--- src/rtl/load_store_unit.sv ---
// Memory-stage load/store unit: valid/ready data bus, byte lane steering, load extension, timeout.
// Build option: define LSU_MISALIGN_CHECK_EN to fail misaligned halfword/word accesses.
module load_store_unit #(
  parameter int unsigned TIMEOUT_CYCLES = 1023
) (
  input  logic        clk,
  input  logic        reset,
  input  logic        start,
  input  logic [31:0] instruction,
  input  logic [31:0] addr,
  input  logic [31:0] store_data,
  output logic        busy,
  output logic        done,
  output logic        error,
  output logic [31:0] load_result,
  output logic        mem_valid,
  input  logic        mem_ready,
  output logic        mem_we,
  output logic [31:0] mem_addr,
  output logic [31:0] mem_wdata,
  output logic [3:0]  mem_wstrb,
  input  logic [31:0] mem_rdata
);

  localparam logic [6:0] OpLoad  = 7'b0000011;
  localparam logic [6:0] OpStore = 7'b0100011;
  localparam int unsigned CntW = (TIMEOUT_CYCLES > 0) ? $clog2(TIMEOUT_CYCLES + 1) : 1;
  localparam logic [CntW-1:0] TmoLast = CntW'(TIMEOUT_CYCLES - 1);

  typedef enum logic [1:0] {StIdle, StAccess, StResp} state_e;

  state_e          state_q;
  logic            busy_q, done_q, error_q;
  logic [31:0]     load_result_q;
  logic            mem_valid_q, mem_we_q;
  logic [31:0]     mem_addr_q, mem_wdata_q;
  logic [3:0]      mem_wstrb_q;
  logic [2:0]      funct3_q;
  logic [1:0]      off_q;
  logic            store_q;
  logic [CntW-1:0] tmo_cnt_q;

  logic [6:0]  opcode;
  logic [2:0]  funct3;
  logic        is_load, is_store, funct3_ok, misaligned, req_err;
  logic [3:0]  req_wstrb;
  logic [31:0] req_wdata;
  logic [7:0]  ld_byte;
  logic [15:0] ld_half;
  logic [31:0] ld_data;
  logic        tmo_hit;

  logic unused_instr;
  assign unused_instr = ^{instruction[31:15], instruction[11:7]};

  // Request decode and store lane steering, evaluated on the IDLE sampling cycle.
  always_comb begin
    opcode    = instruction[6:0];
    funct3    = instruction[14:12];
    is_load   = (opcode == OpLoad);
    is_store  = (opcode == OpStore);
    funct3_ok = 1'b0;
    if (is_load) begin
      funct3_ok = funct3 inside {3'd0, 3'd1, 3'd2, 3'd4, 3'd5};
    end else if (is_store) begin
      funct3_ok = funct3 inside {3'd0, 3'd1, 3'd2};
    end
    misaligned = 1'b0;
`ifdef LSU_MISALIGN_CHECK_EN
    case (funct3[1:0])
      2'b01:   misaligned = addr[0];
      2'b10:   misaligned = (addr[1:0] != 2'b00);
      default: misaligned = 1'b0;
    endcase
`endif
    req_err = !funct3_ok || misaligned;
    case (funct3[1:0])
      2'b00: begin
        req_wstrb = 4'b0001 << addr[1:0];
        req_wdata = {4{store_data[7:0]}};
      end
      2'b01: begin
        req_wstrb = 4'b0011 << {addr[1], 1'b0};
        req_wdata = {2{store_data[15:0]}};
      end
      default: begin
        req_wstrb = 4'b1111;
        req_wdata = store_data;
      end
    endcase
  end

  // Load extraction from the captured byte offset and size.
  always_comb begin
    case (off_q)
      2'd0:    ld_byte = mem_rdata[7:0];
      2'd1:    ld_byte = mem_rdata[15:8];
      2'd2:    ld_byte = mem_rdata[23:16];
      default: ld_byte = mem_rdata[31:24];
    endcase
    ld_half = off_q[1] ? mem_rdata[31:16] : mem_rdata[15:0];
    case (funct3_q)
      3'd0:    ld_data = {{24{ld_byte[7]}}, ld_byte};
      3'd1:    ld_data = {{16{ld_half[15]}}, ld_half};
      3'd4:    ld_data = {24'd0, ld_byte};
      3'd5:    ld_data = {16'd0, ld_half};
      default: ld_data = mem_rdata;
    endcase
  end

  assign tmo_hit = (TIMEOUT_CYCLES != 0) && (tmo_cnt_q == TmoLast);

  always_ff @(posedge clk or posedge reset) begin
    if (reset) begin
      state_q       <= StIdle;
      busy_q        <= 1'b0;
      done_q        <= 1'b0;
      error_q       <= 1'b0;
      load_result_q <= '0;
      mem_valid_q   <= 1'b0;
      mem_we_q      <= 1'b0;
      mem_addr_q    <= '0;
      mem_wdata_q   <= '0;
      mem_wstrb_q   <= '0;
      funct3_q      <= '0;
      off_q         <= '0;
      store_q       <= 1'b0;
      tmo_cnt_q     <= '0;
    end else begin
      unique case (state_q)
        StIdle: begin
          if (start && (is_load || is_store)) begin
            funct3_q <= funct3;
            off_q    <= addr[1:0];
            store_q  <= is_store;
            busy_q   <= 1'b1;
            if (req_err) begin
              state_q       <= StResp;
              done_q        <= 1'b1;
              error_q       <= 1'b1;
              load_result_q <= '0;
            end else begin
              state_q     <= StAccess;
              mem_valid_q <= 1'b1;
              mem_we_q    <= is_store;
              mem_addr_q  <= {addr[31:2], 2'b00};
              mem_wdata_q <= is_store ? req_wdata : 32'd0;
              mem_wstrb_q <= is_store ? req_wstrb : 4'd0;
              tmo_cnt_q   <= '0;
            end
          end
        end
        StAccess: begin
          // A ready in the expiry cycle wins over the timeout.
          if (mem_ready || tmo_hit) begin
            state_q       <= StResp;
            done_q        <= 1'b1;
            error_q       <= !mem_ready;
            load_result_q <= (mem_ready && !store_q) ? ld_data : 32'd0;
            mem_valid_q   <= 1'b0;
            mem_we_q      <= 1'b0;
            mem_wstrb_q   <= '0;
            tmo_cnt_q     <= '0;
          end else if (tmo_cnt_q != TmoLast) begin
            tmo_cnt_q <= tmo_cnt_q + CntW'(1);
          end
        end
        StResp: begin
          state_q <= StIdle;
          done_q  <= 1'b0;
          error_q <= 1'b0;
          busy_q  <= 1'b0;
        end
        default: state_q <= StIdle;
      endcase
    end
  end

  assign busy        = busy_q;
  assign done        = done_q;
  assign error       = error_q;
  assign load_result = load_result_q;
  assign mem_valid   = mem_valid_q;
  assign mem_we      = mem_we_q;
  assign mem_addr    = mem_addr_q;
  assign mem_wdata   = mem_wdata_q;
  assign mem_wstrb   = mem_wstrb_q;

endmodule

--- config.mk ---
export PLATFORM = sky130hd
export DESIGN_NAME = load_store_unit
export DESIGN_NICKNAME = d
export VERILOG_FILES = /design/src/rtl/load_store_unit.sv
export SDC_FILE = /design/constraint.sdc
export NUM_CORES = 1
export LEC_CHECK = 0
export CAP_MARGIN = 20
export CORE_MARGIN = 5
export CORE_UTILIZATION = 44
export DETAILED_ROUTE_END_ITERATION = 10
export PLACE_DENSITY = 0.88
export SYNTH_ARGS = -nofsm -noshare
export SYNTH_HDL_FRONTEND = slang
export SYNTH_SLANG_ARGS = --single-unit
export TNS_END_PERCENT = 10
--- constraint.sdc ---
create_clock -name clk -period 4.85 [get_ports clk]
set_input_delay 0.97 -clock clk [delete_from_list [all_inputs] [get_ports clk]]
set_output_delay 0.97 -clock clk [all_outputs]
set_load 0.005 [all_outputs]
== Yosys cells after proc, flatten, opt, wreduce, memory -nomap -nowiden ==
Index checks and enable logic that the tools add are counted.
Operators by class
  add/subtract/negate cells: 1
  equality and inequality tests: 21
  shifts and indexed selects: 2
  muxes and demuxes: 42
  reduce and logical (&&, ||, !) cells: 24
Operators by type and width (count)
  32-bit two-way mux: 5
  32-bit one-hot mux with 2 select lines: 2
  32-bit one-hot mux with 4 select lines: 1
  10-bit two-way mux: 4
  8-bit one-hot mux with 3 select lines: 1
  10-bit one-hot mux with 2 select lines: 1
  16-bit two-way mux: 1
  4-bit two-way mux: 4
  4-bit one-hot mux with 2 select lines: 2
  4-bit AND reduction: 4
  3-bit == test, second input constant: 4
  1-bit two-way mux: 12
  10-bit by 1-bit adder with 10-bit output, second input constant: 1
  10-bit == test, second input constant: 1
  10-bit != test, second input constant: 1
  2-bit != test, second input constant: 4
  7-bit by 2-bit == test with 1-bit output, second input constant: 1
  7-bit by 6-bit == test with 1-bit output, second input constant: 1
  2-bit by 1-bit == test with 1-bit output, second input constant: 3
  3-bit by 1-bit == test with 1-bit output, second input constant: 2
  2-bit logical NOT: 3
  3-bit logical NOT: 2
  2-bit two-way mux: 3
  1-bit one-hot mux with 2 select lines: 3
  other kinds (15): 24
Word-level totals
  register bits: 121
  output and inout port bits: 105

== Depth between registers and ports, before layout ==
  depth in word-level cells: 7
  mapped depth: 7
  depth with buffers taken out: 7

== Worst setup path before layout ==
No wires, ideal clock.
  path type: input to register
  start: input instruction[13]
  end: register mem_addr_q[10] (netlist: mem_addr[10])
  library setup time: 0.125 ns
  arrival: 2.065 ns
  slack: 2.660 ns
  stages: 5
  cells stage by stage: buf_2 -> a21oi_1 -> o2111ai_1 -> buf_2 -> mux2_2
Between the ends
  word-level cells in the longest chain between the ends: 5
  elaborated cells between the ends (all ways): 10
  classes of those cells: 4 x eq/ne; 2 x mux; 4 x reduce/logical
RTL lines
  from (decl): line 9  | input logic [31:0] instruction,
  3-bit by 1-bit == test with 1-bit output (tied with other cells): line 64, 66
  3-bit nonzero test: line 66  | funct3_ok = funct3 inside {3'd0, 3'd1, 3'd2};
  1-bit two-way mux: line 65  | end else if (is_store) begin
  1-bit two-way mux *: line 63  | if (is_load) begin
  3-bit AND reduction (no line) *
  to (signal assigned): line 146  | mem_addr_q <= {addr[31:2], 2'b00};
  to (decl): line 36  | logic [31:0] mem_addr_q, mem_wdata_q;
Every way passes the cells marked *; elsewhere a longest branch is shown, timed or not.
A chain may end at the register's enable or synchronous reset.

== Final worst setup path ==
  start: input instruction[12]
  end: register error_q (netlist: error)
Between the ends
  word-level cells in the longest chain between the ends: 6
  elaborated cells between the ends (all ways): 11
  classes of those cells: 5 x eq/ne; 2 x mux; 4 x reduce/logical
RTL lines
  3-bit by 1-bit == test with 1-bit output (tied with other cells): line 64, 66
  3-bit nonzero test: line 66
  1-bit two-way mux: line 65
  1-bit two-way mux *: line 63
  2-bit != test (no line) *
  4-bit AND reduction (no line) *
  to (signal assigned): line 158  | error_q <= !mem_ready;
  to (decl): line 33  | logic busy_q, done_q, error_q;
Marked as above.

==> flow_summary.ini <==
[synth]
synth-compound-area-share_pct = 21.0
synth_edf_count = 0
synth_area_leader_cell = dfrtp_1
yosys.cell_types.count = 59
synth-xor-area-share_pct = 0
mappedNetlistArea_um2 = 5940
yosys_warnings = 0
yosys-mux-area-fraction_pct = 12.0
synth_top_family_by_area = compound AO/OA/AOI/OAI gates
ys.flop_type = dfrtp_1
ys_seq_area_share_pct = 51.0
yosys-top-cells-area = dfrtp_1, mux2_2, nand2_1, o21ai_0, o31ai_1
avgSynthCellArea_um2 = 11.0
synthCells = 542
ys_async_sr_fraction_pct = 100
yosysTopAreaCellShare_pct = 51.0
synthAdderAreaFrac_pct = 0.421
synth_simple_gate_area_share_pct = 11.1
yosys_register_bits = 121

[power]
p_clk_share_pct = 41.4
powerDensity_nw_per_um2 = 352
ir_worst_vdd_mv = 0.298
seqPwrFrac_pct = 38.8
combPwrFrac_pct = 19.8
switchingPower_uw = 761
p_int_uw = 2320
p_leak_uw = 0.00391
swShare_pct = 24.7

[outcome]
status = finished clean

[detailed_routing]
vias_per_cell = 5.62
drc_errors = 0
drt-initial-drc-count = 343
vias = 5236
routed_wl_mm = 17.7
wl_per_cell_um = 19.1
drt-pass1-iter-count = 4
ant_nets = 0

[clock_network]
cts_buffers = 17
cts_setup_buffers = 0
clkTransAtPathRegs_ps = 50
clk_latency_ps = 410
cts_resized = 0
cts_max_level = 4
clock_sinks = 121
cts_root_buf = clkbuf_16
clock_path_buffers = 2
cts_hold_buffers = 0
tritoncts = built

[sta]
final.min_clock_period_ps = 3090
fin_skew_ps = 6.29
setup_tns_ps = 0
worstMarginPinSlew_ps = 976
rsz0062_at_grt = no
slew_violations = 0
max_freq_mhz = 324
min_period_over_period_pct = 63.7
hold_viol = 0
relSlewSlack_pct = 34.1
setup_viol = 0

[floorplan]
std_cell_rows = 42
start_util_pct = 44.8
dieArea_um2 = 15900
core_area_um2 = 13200
fp.dieW_um = 126
io_pins = 237
fp.dieH_um = 126

[layout]
fillers = 994
multi_input_area_um2 = 2670
areaGrowthSynthToFinish_pct = 47.7
antenna_cells = 0
ff_latch_area_um2 = 3030
stdcell_area_um2 = 8770
final_nets = 876
drive_above_1_share_pct = 13.8

[worst_setup_path]
crit_path_end_kind = flop
reg2reg_to = error
critPathKind = in -> reg
ff2ff_path_depth = 7
r2r_start = tmo_cnt_q[0]
start_kind = primary input
critPathMaxFanout = 33
cp_data_arrival_time_ps = 3380
rrSetupSlack_ps = 2280
cp.required_ps = 5140

[global_route]
grt_util_all_layers_pct = 22.5
grt_pass1_vias = 5533
antenna_found_initial = 0
grt_max_degree = 96
grt_overflow = 0
grt_pass1_wl_mm = 28.8

[min_path]
hp-class = reg -> reg
min_to = mem_wdata[0]
min_from = mem_wdata[0]
hold_depth = 2

[placement]
gp_congestion = 0.840
portBuffers = 212
placedInstanceArea_um2 = 8140
dp_hpwl_mm = 13.0

[job]
cap_violations = 0
Yosys cell counts, types with 3 or more instances:
cell type    n
or3_1        6
and3b_1      7
dfrtp_1    121
nor2_1      27
nand2_1     63
o31ai_1     27
inv_1        6
buf_6        6
buf_1        3
nand3_1      5
mux2_2      48
a22o_1      22
a211o_1      6
o2bb2ai_1    7
a21o_1      24
a31oi_1      5
nand2b_1     7
a21oi_1     18
mux2i_1     15
clkbuf_1    20
o21ai_0     41
buf_2        6
buf_4        6
worst max-delay path by stage:
| stage | start | end | slack (ps) | cells after the start |
|---|---|---|---|---|
| floorplan | reset | busy | 670 | 1 |
| global placement | instruction[12] | error | 1520 | 6 |
| detailed placement | instruction[12] | error | 1410 | 6 |
| CTS | instruction[12] | error | 1810 | 6 |
| global route | instruction[12] | error | 1700 | 6 |
| finish | instruction[12] | error | 1760 | 6 |
cell type report:
class                      instances  share of cell area (%)
clock buffer                      23                    5.45
multi-input combinational        372                    30.4
timing repair buffer             221                    25.3
tap                              176                    2.51
clock inverter                     9                    1.37
inverter                           9                   0.414
sequential                       121                    34.5
metal layers:
metal | vias to the layer above | routed length (µm) | GRT usage (%)
li1 | 2371 | - | -
met1 | 2589 | 6710 | 25.6
met2 | 226 | 9140 | 38.6
met3 | 50 | 1360 | 8.09
met4 | 0 | 525 | 8.71
met5 | - | 0 | 0
critical path, stage by stage:
cell	delay, ps
clkdlybuf4s50_1	750
a21oi_1	450
nor2_1	140
a22oi_4	730
inv_2	100
o211a_1	240
placed cells by master, fill, tap and decap left out, types with 3 or more instances in the layout:
cell type	instances
or3_1	6
clkinv_2	6
clkbuf_1	3
inv_1	5
a211o_1	6
a21oi_1	18
o2bb2ai_1	7
clkbuf_16	17
clkdlybuf4s50_1	212
mux2i_1	15
and3b_1	7
a31oi_1	5
o31ai_1	27
dfrtp_1	121
o21ai_0	41
a22o_1	22
nor2_1	27
clkbuf_8	3
bufinv_16	3
buf_4	7
mux2_2	48
nand2b_1	7
nand3_1	5
a21o_1	24
nand2_1	63
sequential cells by signal, indices dropped and copies added (netlist names), 2 cells and up:
register and flops:
state_q 2, mem_wdata 32, off_q 2, mem_addr 30, load_result 32, mem_wstrb 4
funct3_q 3, tmo_cnt_q 10
power groups by stage:
stage / Sequential [µW] / Clock [µW] / Combinational, µW
3_5_place_dp: 1210 / 0 / 607
3_3_place_gp: 1210 / 0 / 589
6_report: 1200 / 1280 / 611
5_1_grt: 1210 / 1350 / 666
4_1_cts: 1200 / 1290 / 614
2_1_floorplan: 1180 / 0 / 285
per-stage QoR:
step	total power (µW)	cells	util (%)	hold slack, ps	setup WS, ps
after floorplan	1470	543	-	452	666
after CTS	3100	929	66.0	482	1810
after global placement	1790	897	61.5	461	1520
after global routing	3220	931	66.3	494	1700
final	3090	931	66.3	480	1760
after detailed placement	1820	897	61.5	470	1410
cell families (layout without fill, tap and decap cells):
group	Yosys count	in the layout
adders and majority gates	2	2
and+or+nand+nor	132	132
muxes	64	64
DFF	121	121
buffers and inverters	50	262
AOI/OAI and AO/OA	172	172
other	1	2
(Power assumes the default switching activity.)
